==> src/rtl/change_dispenser.sv <==
// Vending machine output stage: drink-release pulse, or greedy 10/5/1 coin
// refund of change / full credit, finished by a one-clock done pulse.
module change_dispenser #(
  parameter int DRINK_VALUE = 25,
  parameter int MONEY_W     = 8,
  parameter int PULSE_CYC   = 4,
  parameter int GAP_CYC     = 4
) (
  input  logic               clk,
  input  logic               rst,
  input  logic [3:0]         s_state,
  input  logic [MONEY_W-1:0] money_value,
  output logic               drink_out,
  output logic               coin10_out,
  output logic               coin5_out,
  output logic               coin1_out,
  output logic               busy,
  output logic               done,
  output logic [MONEY_W-1:0] change_total
);

  localparam int CNT_MAX = (PULSE_CYC > GAP_CYC) ? PULSE_CYC : GAP_CYC;
  localparam int CNT_W   = (CNT_MAX > 1) ? $clog2(CNT_MAX) : 1;

  localparam logic [CNT_W-1:0]   PULSE_LAST = CNT_W'(PULSE_CYC - 1);
  localparam logic [CNT_W-1:0]   GAP_LAST   = CNT_W'(GAP_CYC - 1);
  localparam logic [MONEY_W-1:0] PRICE      = MONEY_W'(DRINK_VALUE);

  localparam logic [3:0] ST_EATER   = 4'b0001;
  localparam logic [3:0] ST_DRINK   = 4'b0010;
  localparam logic [3:0] ST_OUT     = 4'b0100;
  localparam logic [3:0] ST_OUT_ALL = 4'b1000;

  typedef enum logic [2:0] {
    IDLE   = 3'd0,
    DRINK  = 3'd1,
    SELECT = 3'd2,
    PULSE  = 3'd3,
    GAP    = 3'd4,
    DONE   = 3'd5
  } state_e;

  typedef enum logic [1:0] {
    COIN_NONE = 2'd0,
    COIN_10   = 2'd1,
    COIN_5    = 2'd2,
    COIN_1    = 2'd3
  } coin_e;

  state_e             state_r, state_next_s;
  coin_e              coin_r, coin_next_s;
  logic [CNT_W-1:0]   cnt_r, cnt_next_s;
  logic [MONEY_W-1:0] remaining_r, remaining_next_s;
  logic [MONEY_W-1:0] total_next_s;
  logic [3:0]         served_r, served_next_s;
  logic               trigger_s;

  // Greedy choice; only called with a non-zero amount.
  function automatic coin_e pick_coin(input logic [MONEY_W-1:0] amt);
    coin_e c;
    if (amt >= MONEY_W'(10)) begin
      c = COIN_10;
    end else if (amt >= MONEY_W'(5)) begin
      c = COIN_5;
    end else begin
      c = COIN_1;
    end
    return c;
  endfunction

  function automatic logic [MONEY_W-1:0] coin_value(input coin_e c);
    logic [MONEY_W-1:0] v;
    case (c)
      COIN_10: v = MONEY_W'(10);
      COIN_5:  v = MONEY_W'(5);
      COIN_1:  v = MONEY_W'(1);
      default: v = '0;
    endcase
    return v;
  endfunction

  // Trigger qualification: a one-hot output state not already serviced.
  always_comb begin
    trigger_s = ((s_state == ST_DRINK) || (s_state == ST_OUT) || (s_state == ST_OUT_ALL))
                && (s_state != served_r);
  end

  // Next-state, counter and datapath update.
  always_comb begin
    state_next_s     = state_r;
    coin_next_s      = coin_r;
    cnt_next_s       = cnt_r;
    remaining_next_s = remaining_r;
    total_next_s     = change_total;
    served_next_s    = served_r;
    case (state_r)
      IDLE: begin
        if (s_state == ST_EATER) begin
          served_next_s = ST_EATER;
        end else if (trigger_s) begin
          served_next_s = s_state;
          total_next_s  = '0;
          cnt_next_s    = '0;
          coin_next_s   = COIN_NONE;
          case (s_state)
            ST_DRINK: begin
              state_next_s = DRINK;
            end
            ST_OUT: begin
              state_next_s     = SELECT;
              remaining_next_s = (money_value >= PRICE) ? (money_value - PRICE) : '0;
            end
            ST_OUT_ALL: begin
              state_next_s     = SELECT;
              remaining_next_s = money_value;
            end
            default: begin
              state_next_s = IDLE;
            end
          endcase
        end else begin
          served_next_s = served_r;
        end
      end
      DRINK: begin
        if (cnt_r == PULSE_LAST) begin
          state_next_s = DONE;
          cnt_next_s   = '0;
        end else begin
          cnt_next_s = cnt_r + CNT_W'(1);
        end
      end
      SELECT: begin
        if (remaining_r == '0) begin
          state_next_s = DONE;
        end else begin
          // Coin is deducted and credited on PULSE entry; greedy keeps it <= remaining.
          coin_next_s      = pick_coin(remaining_r);
          remaining_next_s = remaining_r - coin_value(coin_next_s);
          total_next_s     = change_total + coin_value(coin_next_s);
          cnt_next_s       = '0;
          state_next_s     = PULSE;
        end
      end
      PULSE: begin
        if (cnt_r == PULSE_LAST) begin
          state_next_s = GAP;
          coin_next_s  = COIN_NONE;
          cnt_next_s   = '0;
        end else begin
          cnt_next_s = cnt_r + CNT_W'(1);
        end
      end
      GAP: begin
        if (cnt_r == GAP_LAST) begin
          state_next_s = SELECT;
          cnt_next_s   = '0;
        end else begin
          cnt_next_s = cnt_r + CNT_W'(1);
        end
      end
      DONE: begin
        state_next_s = IDLE;
      end
      default: begin
        state_next_s = IDLE;
        coin_next_s  = COIN_NONE;
        cnt_next_s   = '0;
      end
    endcase
  end

  // State, datapath and registered outputs, decoded from the next state.
  always_ff @(posedge clk or negedge rst) begin
    if (!rst) begin
      state_r      <= IDLE;
      coin_r       <= COIN_NONE;
      cnt_r        <= '0;
      remaining_r  <= '0;
      served_r     <= ST_EATER;
      change_total <= '0;
      drink_out    <= 1'b0;
      coin10_out   <= 1'b0;
      coin5_out    <= 1'b0;
      coin1_out    <= 1'b0;
      busy         <= 1'b0;
      done         <= 1'b0;
    end else begin
      state_r      <= state_next_s;
      coin_r       <= coin_next_s;
      cnt_r        <= cnt_next_s;
      remaining_r  <= remaining_next_s;
      served_r     <= served_next_s;
      change_total <= total_next_s;
      drink_out    <= (state_next_s == DRINK);
      coin10_out   <= (state_next_s == PULSE) && (coin_next_s == COIN_10);
      coin5_out    <= (state_next_s == PULSE) && (coin_next_s == COIN_5);
      coin1_out    <= (state_next_s == PULSE) && (coin_next_s == COIN_1);
      busy         <= (state_next_s != IDLE);
      done         <= (state_next_s == DONE);
    end
  end

endmodule

==> config.mk <==
export PLATFORM = sky130hd
export DESIGN_NAME = change_dispenser
export DESIGN_NICKNAME = d
export VERILOG_FILES = /design/src/rtl/change_dispenser.sv
export SDC_FILE = /design/constraint.sdc
export NUM_CORES = 1
export LEC_CHECK = 0
export ABC_AREA = 1
export CAP_MARGIN = 20
export CORE_UTILIZATION = 50
export DETAILED_ROUTE_END_ITERATION = 10
export PLACE_DENSITY = 0.76
export SYNTH_ARGS = -nofsm -noshare
export SYNTH_HDL_FRONTEND = slang
export SYNTH_SLANG_ARGS = --single-unit
==> constraint.sdc <==
create_clock -name clk -period 4.8 [get_ports clk]
set_input_delay 0.48 -clock clk [delete_from_list [all_inputs] [get_ports clk]]
set_output_delay 0.48 -clock clk [all_outputs]
set_load 0.005 [all_outputs]
* Word level (Yosys, flattened, before mapping) *
Index checks and enable logic that the tools add are counted.

word-level totals
  register bits = 33
  logic and storage cells = 99
  bits in latches = 0
  output and inout port bits = 14
  bits in read-only memories = 0
  input bits = 14
  memories = 0
  bits in writable memories = 0

operators by class
  add/sub/neg operators = 4
  mux-type cells = 37
  bitwise gates (word level) = 1
  reductions and logical operators = 18
  equal/unequal tests = 24
  $mul = 0
  shifts and indexed selects = 0
  div/mod/pow operators = 0
  magnitude comparators = 3

operators by type and width
  operator             count
  $mux 8               9
  $pmux 8 s2           3
  $mux 2               11
  $mux 3               6
  $pmux 2 s4           2
  $pmux 3 s5           1
  $pmux 4 s3           1
  $eq 2x2->1 const B   5
  $eq 3x2->1 const B   3
  $eq 3x3->1 const B   3
  $add 8x8->8          1
  $ge 8x3->1 const B   1
  $ge 8x4->1 const B   1
  $ge 8x5->1 const B   1
  $logic_not 8->1      1
  $mux 4               2
  $reduce_and 4->1     2
  $sub 8x5->8 const B  1
  $sub 8x8->8          1
  $eq 3x1->1 const B   2
  $ne 2x2->1 const B   3
  $reduce_or 3->1      2
  $reduce_and 5->1     1
  $eq 2x1->1 const B   2
  other kinds (17)     22

* Logic depth before layout (Yosys ltp) *
Gate-level depths: netlist (run 1).

  depth in word-level cells = 12
  depth in mapped cells = 17

* Worst setup path after synthesis (run 1) *
No wires, ideal clock.

  path kind = register -> register
  start point = register remaining_r[1]
  end point = register remaining_r[6]
  stages on the path, launching flop included = 15
  arrival = 2.319 ns
  buffers on the path = 0
  setup slack = 2.416 ns
  required time = 4.735 ns
  cell sequence = dfrtp_1 or2_2 a21oi_4 ha_1 inv_1 fa_1 nand2_1 inv_1 o21ai_0 nand2_1 o21ai_0 nand3_1 nand2_1 nand2_1 nand2_1

on the way
  longest elaborated chain between the ends = 12

RTL lines
  what                                             RTL line  text
  start, declared                                  53        logic [MONEY_W-1:0] remaining_r, remaining_next_s;
  start signal, assigned                           192       remaining_r <= remaining_next_s;
  $ge 8x3->1                                       63        end else if (amt >= MONEY_W'(5)) begin
  $mux 1                                           63
  $mux 2                                           61        if (amt >= MONEY_W'(10)) begin
  $mux 2                                           134       if (remaining_r == '0) begin
  $mux 2                                           96        case (state_r)
  $eq 2x2->1 / $eq 2x1->1 (equally long branches)  73        case (c)
  $pmux 4 s3                                       73
  $mux 8                                           134
  $mux 8                                           96
  $sub 8x8->8                                      139       remaining_next_s = remaining_r - coin_value(coin_next_s);
  $mux 8                                           134
  $pmux 8 s2                                       96

Parallel ways exist; a longest one is shown, timed or not. The select of a mux whose other input is x is not followed.
A chain may end at the register's enable or synchronous reset.

* Final worst setup path (run 1) *
Same ends and word-level chain as after synthesis.

==> results.json, run 1 <==
{
  "max_freq_mhz": 377,
  "end_kind": "flip-flop",
  "yosysWarnings": 0,
  "critPathLaunch": "remaining_r[1]$_DFFE_PN0P_",
  "core_area_sq_um": 4750,
  "avgSynthCellArea_sq_um": 6.85,
  "finalHoldViolCount": 0,
  "die_h_um": 72.3,
  "start_util_pct": 52.0,
  "layout_min_cycle_time_ns": 2.65,
  "netlist_area_sq_um": 2470,
  "crit_required_ns": 5.03,
  "drc_errors": 0,
  "holdCritPathClass": "flip-flop to flip-flop",
  "cts-root-buf": "clkbuf_8",
  "worstPathArrival_ns": 2.88,
  "endpoint": "remaining_r[6]$_DFFE_PN0P_",
  "avgViaCountPerCell": 5.01,
  "wirelength_mm": 5.00,
  "post_dp_cell_area_sq_um": 2810,
  "syn_inst": 361,
  "synth_top_area_cell": "dfrtp_1",
  "grt_pass1_wl_mm": 8.96,
  "drv_cap": 0,
  "reg2reg_to": "remaining_r[6]$_DFFE_PN0P_",
  "power_w": 0.00163,
  "stdcell_area_sq_um": 2910,
  "status": "complete, no violations",
  "whs_path_depth": 2,
  "layout_commonest_cell": "nand2_1",
  "fp.dieW_um": 72.3,
  "worst-setup-path-type": "flip-flop to flip-flop",
  "finalSetupTns_ns": 0,
  "power_leakage_nw": 1.54,
  "synth_area_leaders": "dfrtp_1, nand2_1, nand3_1",
  "critPathMaxFanout": 8,
  "power.density_nw_per_um2": 559,
  "fin_nets": 420,
  "grt_max_degree": 34,
  "place.port_buffers": 27,
  "drtPass1Iterations": 4,
  "cts_made_buffers": 5,
  "pin_count": 28,
  "grt_setup_unrepaired": "no",
  "postCtsResizedCells": 0,
  "clk_pin_slew_ns": 0.07,
  "grt_pass1_vias": 2118,
  "drive_gt1_share_pct": 9.64,
  "cts_num_sinks": 33,
  "hpwl_mm": 3.85,
  "antenna_found_initial": 0,
  "postCtsSetupBuffers": 0,
  "fin_skew_ns": 0.00659,
  "clockBufferDepth": 2,
  "worst_pin_slew_ns": 0.426,
  "slew_headroom_pct": 71.5,
  "cts_hold_buf": 0,
  "grt_usage_pct": 21.6,
  "ys_ff_latch": 33,
  "vias": 2309,
  "diodes": 0,
  "gp_congestion": 0.862,
  "ys_types": 35,
  "grt-ovfl-total": 0,
  "synth_top_area_share_pct": 32.4,
  "drtAntennaViolNets": 0,
  "vdd_drop_max_v": 0.000194,
  "num_rows": 25,
  "die-area_sq_um": 5230,
  "syn2layout_area_growth_pct": 17.6,
  "syn_nets": 388,
  "yosysSeqAreaShare_pct": 33.4,
  "critPathLaunchType": "flip-flop",
  "wl_per_cell_um": 10.8,
  "drv_slew": 0,
  "final_cell_mix": "nand2_1, inv_1, nor2_1",
  "finalSetupViolations": 0,
  "htree_levels": 2,
  "reg2reg_depth": 14,
  "r2r_slack_ns": 2.15,
  "worst_skew_pair.late_latency_ns": 0.28,
  "cts_tree": "built",
  "min_period_over_period_pct": 55.3,
  "r2r-start": "remaining_r[1]$_DFFE_PN0P_",
  "drt-initial-drc-count": 190
}
-- cell usage after synthesis --
cell,instances
nor3_1,4
xor2_1,4
ha_1,11
dfstp_2,1
buf_6,2
nand2_2,6
o21ai_2,3
a31oi_1,1
nor2_4,5
dfrtp_1,32
nand2_4,1
o21ai_1,2
a22oi_1,1
or2_2,1
a21oi_4,1
a21oi_1,6
and3_1,1
xnor2_1,4
nand4_1,3
inv_4,1
a21boi_0,1
nand2_1,124
nor2_2,2
inv_6,1
inv_2,6
o22ai_1,1
inv_1,41
a21o_1,1
nor2_1,36
nand3_1,33
fa_1,2
buf_2,1
nand2_8,1
nand3b_1,1
o21ai_0,20
-- worst min path at each step --
stage	start	endpoint	slack, ns
after floorplan	rst	busy$_DFF_PN0_	0.18
after global placement	served_r[0]$_DFFE_PN1P_	served_r[0]$_DFFE_PN1P_	0.48
after detailed placement	served_r[0]$_DFFE_PN1P_	served_r[0]$_DFFE_PN1P_	0.48
after CTS	served_r[0]$_DFFE_PN1P_	served_r[0]$_DFFE_PN1P_	0.49
after global routing	served_r[0]$_DFFE_PN1P_	served_r[0]$_DFFE_PN1P_	0.52
final	served_r[0]$_DFFE_PN1P_	served_r[0]$_DFFE_PN1P_	0.49
-- metrics by stage --
step                instances  hold slack (ns)  setup WS, ns  utilization [%]
floorplan                 361            0.184          2.42                -
global placement          453            0.480          2.27             59.1
detailed placement        453            0.479          2.15             59.1
global route              461            0.518          1.91             61.2
CTS                       461            0.491          2.14             61.2
finish                    461            0.490          2.15             61.2
-- power by group --
part / internal [W] / switching (W) / leakage [nW]
logic: 0.000332 / 0.000588 / 1.05
registers: 0.000380 / 0.0000961 / 0.432
clock network: 0.000130 / 0.000100 / 0.0542
-- per-layer routing --
| layer | track usage (%) | vias to the layer above | wire, um |
|---|---|---|---|
| li1 | - | 1200 | - |
| met1 | 27.0 | 1053 | 2300 |
| met2 | 37.6 | 51 | 2450 |
| met3 | 4.31 | 5 | 202 |
| met4 | 6.54 | 0 | 41 |
| met5 | 0 | - | 0 |
-- sequential cells by signal, indices dropped and copies added (netlist names) --
register      flops
coin10_out        1
coin1_out         1
state_r           3
cnt_r             2
coin_r            2
remaining_r       8
coin5_out         1
drink_out         1
done              1
served_r          4
busy              1
change_total      8
-- final cells by class --
type                       instances  area (sq um)
clock buffer                       7          96.3
tap                               67          83.8
timing repair buffer              28           278
multi-input combinational        276          1430
clock inverter                     1          5.00
fill                             455          1850
sequential                        33           827
inverter                          49           191
-- critical path, stage by stage, from the launching register on --
cell	delay, ns
dfrtp_1	0.44
or2_2	0.34
a21oi_4	0.27
ha_1	0.21
inv_1	0.06
fa_1	0.37
nand2_1	0.07
inv_1	0.04
o21ai_0	0.27
nand2_1	0.11
o21ai_0	0.16
nand3_1	0.09
nand2_1	0.08
nand2_1	0.04
nand2_1	0.04
-- kinds of logic (layout without fill, tap and decap cells) --
| group | count (synthesis) | in the layout | synth area share [%] |
|---|---|---|---|
| buf+inv | 52 | 85 | 8.85 |
| flops | 33 | 33 | 33.4 |
| compound gates | 37 | 37 | 8.80 |
| simple gates | 218 | 218 | 38.9 |
| xor+xnor | 8 | 8 | 2.83 |
| fa+ha+maj | 13 | 13 | 7.18 |
No activity file was read; power rests on OpenSTA's default activity.
==> inputs of run 2 (changes only) <==
PLACE_DENSITY = 0.79   (was 0.76)
clock period = 2.4 ns   (was 4.8 ns; I/O delays follow)
==> run 2 against run 1 <==
Compared with the run above:
- register-to-register slack worse by 2.0 ns
- clock-buffer cell count down 2
- total power grew 120%
- combinational power rose by 120%
- maximum frequency rose by 16%
- flip-flop and latch count is the same
- critical endpoint is now change_total[6]$_DFFE_PN0P_
- largest power group unchanged
- sequential share of layout area shrank 1.2 points
- core utilization is 2.6 points higher
- critical path depth down 3
- global-route usage grew 0.089 points
==> results.json, run 2 (synthesis gave the netlist of run 1 again) <==
{
  "reg2reg_to": "change_total[6]$_DFFE_PN0P_",
  "worst_pin_slew_ns": 0.419,
  "vdd_drop_max_v": 0.000408,
  "drtAntennaViolNets": 0,
  "cts_tree": "built",
  "wl_met2_mm": 2.49,
  "cp_common_cell": "nand2_1",
  "clockBufferDepth": 2,
  "finalSetupTns_ns": 0,
  "holdCritPathClass": "primary input to asynchronous set/reset pin",
  "reg2reg_depth": 11,
  "worst_skew_pair.late_latency_ns": 0.29,
  "layout_commonest_cell": "nand2_1",
  "avgViaCountPerCell": 4.98,
  "drt-initial-drc-count": 113,
  "worst-setup-path-type": "flip-flop to flip-flop",
  "grt_pass1_vias": 2175,
  "finalHoldViolCount": 0,
  "grt_pass1_wl_mm": 8.88,
  "cts-root-buf": "clkbuf_8",
  "wl_per_cell_um": 10.9,
  "cts_hold_buf": 0,
  "grt-ovfl-total": 0,
  "r2r_slack_ns": 0.11,
  "final_cell_mix": "nand2_1, inv_1, nor2_1",
  "critPathLaunchType": "flip-flop",
  "wirelength_mm": 5.10,
  "clk_pin_slew_ns": 0.07,
  "power.density_nw_per_um2": 1180,
  "dr.max_layer_used": "met4",
  "critPathMaxFanout": 4,
  "pin_count": 28,
  "fp.dieW_um": 72.3,
  "fin_ws_ns": 0.109,
  "fin_skew_ns": 0.00714,
  "fin_nets": 428,
  "grt_max_degree": 34,
  "core_area_sq_um": 4750,
  "status": "complete, no violations",
  "cts_made_buffers": 5,
  "power_w": 0.00359,
  "r2r-start": "remaining_r[1]$_DFFE_PN0P_",
  "drc_errors": 0,
  "drv_cap": 0,
  "min_period_over_period_pct": 95.5,
  "drtPass1Iterations": 4,
  "antenna_found_initial": 0,
  "drv_slew": 0,
  "grt_setup_unrepaired": "no",
  "diodes": 0,
  "end_kind": "flip-flop",
  "cpPeakStageDelay_ns": 0.47,
  "die_h_um": 72.3,
  "max_freq_mhz": 437,
  "finalSetupViolations": 0,
  "die-area_sq_um": 5230,
  "syn2layout_area_growth_pct": 22.7,
  "hpwl_mm": 3.85,
  "drt-met1-wl_mm": 2.32,
  "critPathLaunch": "remaining_r[1]$_DFFE_PN0P_",
  "grt_usage_pct": 21.7,
  "crit_chain": "or2_2 -> a21oi_4 -> buf_4 -> inv_1 -> fa_1 -> nand4_1 -> o21ai_0 -> xnor2_1 -> nor2_1 -> nand2_1 -> nand2_1",
  "cts_num_sinks": 33,
  "gp_congestion": 0.839,
  "worstPathArrival_ns": 2.46,
  "num_rows": 25,
  "post-place-ws_ns": -0.0177,
  "crit_required_ns": 2.57,
  "vias": 2336,
  "htree_levels": 2,
  "start_util_pct": 52.0,
  "layout_min_cycle_time_ns": 2.29,
  "cpMaxStageDelayCell": "fa_1",
  "wl_met3_um": 176,
  "slew_headroom_pct": 72.0,
  "drive_gt1_share_pct": 13.2,
  "power_leakage_nw": 1.59,
  "reg_top3": "change_total: 8 flops, remaining_r: 8 flops, served_r: 4 flops",
  "post-route-util_pct": 63.8,
  "place.port_buffers": 27
}
run 2: cell count changes in the layout (fill, tap and decap cells not counted), moves of 2 or more:
cell       delta
buf_4         +8
bufinv_16     +2
clkbuf_8      -2
ha_1          -2
o21ai_0       -2
run 2: where the power goes:
part | internal (W) | total [W] | leakage (nW) | switching (W)
clock | 0.000413 | 0.000620 | 0.0681 | 0.000208
combinational | 0.000784 | 0.00205 | 1.09 | 0.00126
sequential | 0.000760 | 0.000925 | 0.432 | 0.000165
total | 0.00196 | 0.00359 | 1.59 | 0.00164
run 2: per-stage QoR:
| stage | instance area, sq um | hold WS [ns] | instances |
|---|---|---|---|
| floorplan | 2470 | -0.0556 | 361 |
| global placement | 2860 | 0.483 | 460 |
| detailed placement | 2860 | 0.483 | 460 |
| CTS | 2990 | 0.368 | 468 |
| global route | 3030 | 0.398 | 469 |
| finish | 3030 | 0.354 | 469 |
run 2: how the worst max path moves through the flow:
stage and endpoint:
6_report change_total[6]$_DFFE_PN0P_, 2_1_floorplan remaining_r[6]$_DFFE_PN0P_, 3_3_place_gp remaining_r[6]$_DFFE_PN0P_, 3_5_place_dp remaining_r[6]$_DFFE_PN0P_
4_1_cts remaining_r[6]$_DFFE_PN0P_, 5_1_grt remaining_r[6]$_DFFE_PN0P_
run 2: layout make-up:
class / count / area [sq um]
clock buffer: 5 / 68.8
inverter: 49 / 191
fill: 434 / 1720
clock inverter: 3 / 65.1
timing repair buffer: 36 / 338
sequential: 33 / 827
tap: 67 / 83.8
multi-input combinational: 276 / 1460
run 2: routing by layer:
layer	vias up	global-route usage (%)
met5	-	0
met4	0	9.15
met3	12	4.03
met2	51	37.6
met1	1057	26.3
li1	1216	-
run 2: worst max-delay path, delay by kind of cell, from the launching register on:
| family | cells | cell delay (ns) |
|---|---|---|
| XOR/XNOR | 1 | 0.16 |
| AO/OA/AOI/OAI | 2 | 0.32 |
| buffers and inverters | 2 | 0.24 |
| adder cells (fa/ha/maj) | 1 | 0.47 |
| flip-flops | 1 | 0.37 |
| AND/OR/NAND/NOR | 5 | 0.62 |
run 2: what timing repair did:
item	CTS	global route
gates resized for setup	1	9
pin swaps	0	3
endpoints found under the setup margin	1	5
endpoints found under the hold margin	0	0
buffers inserted	0	1
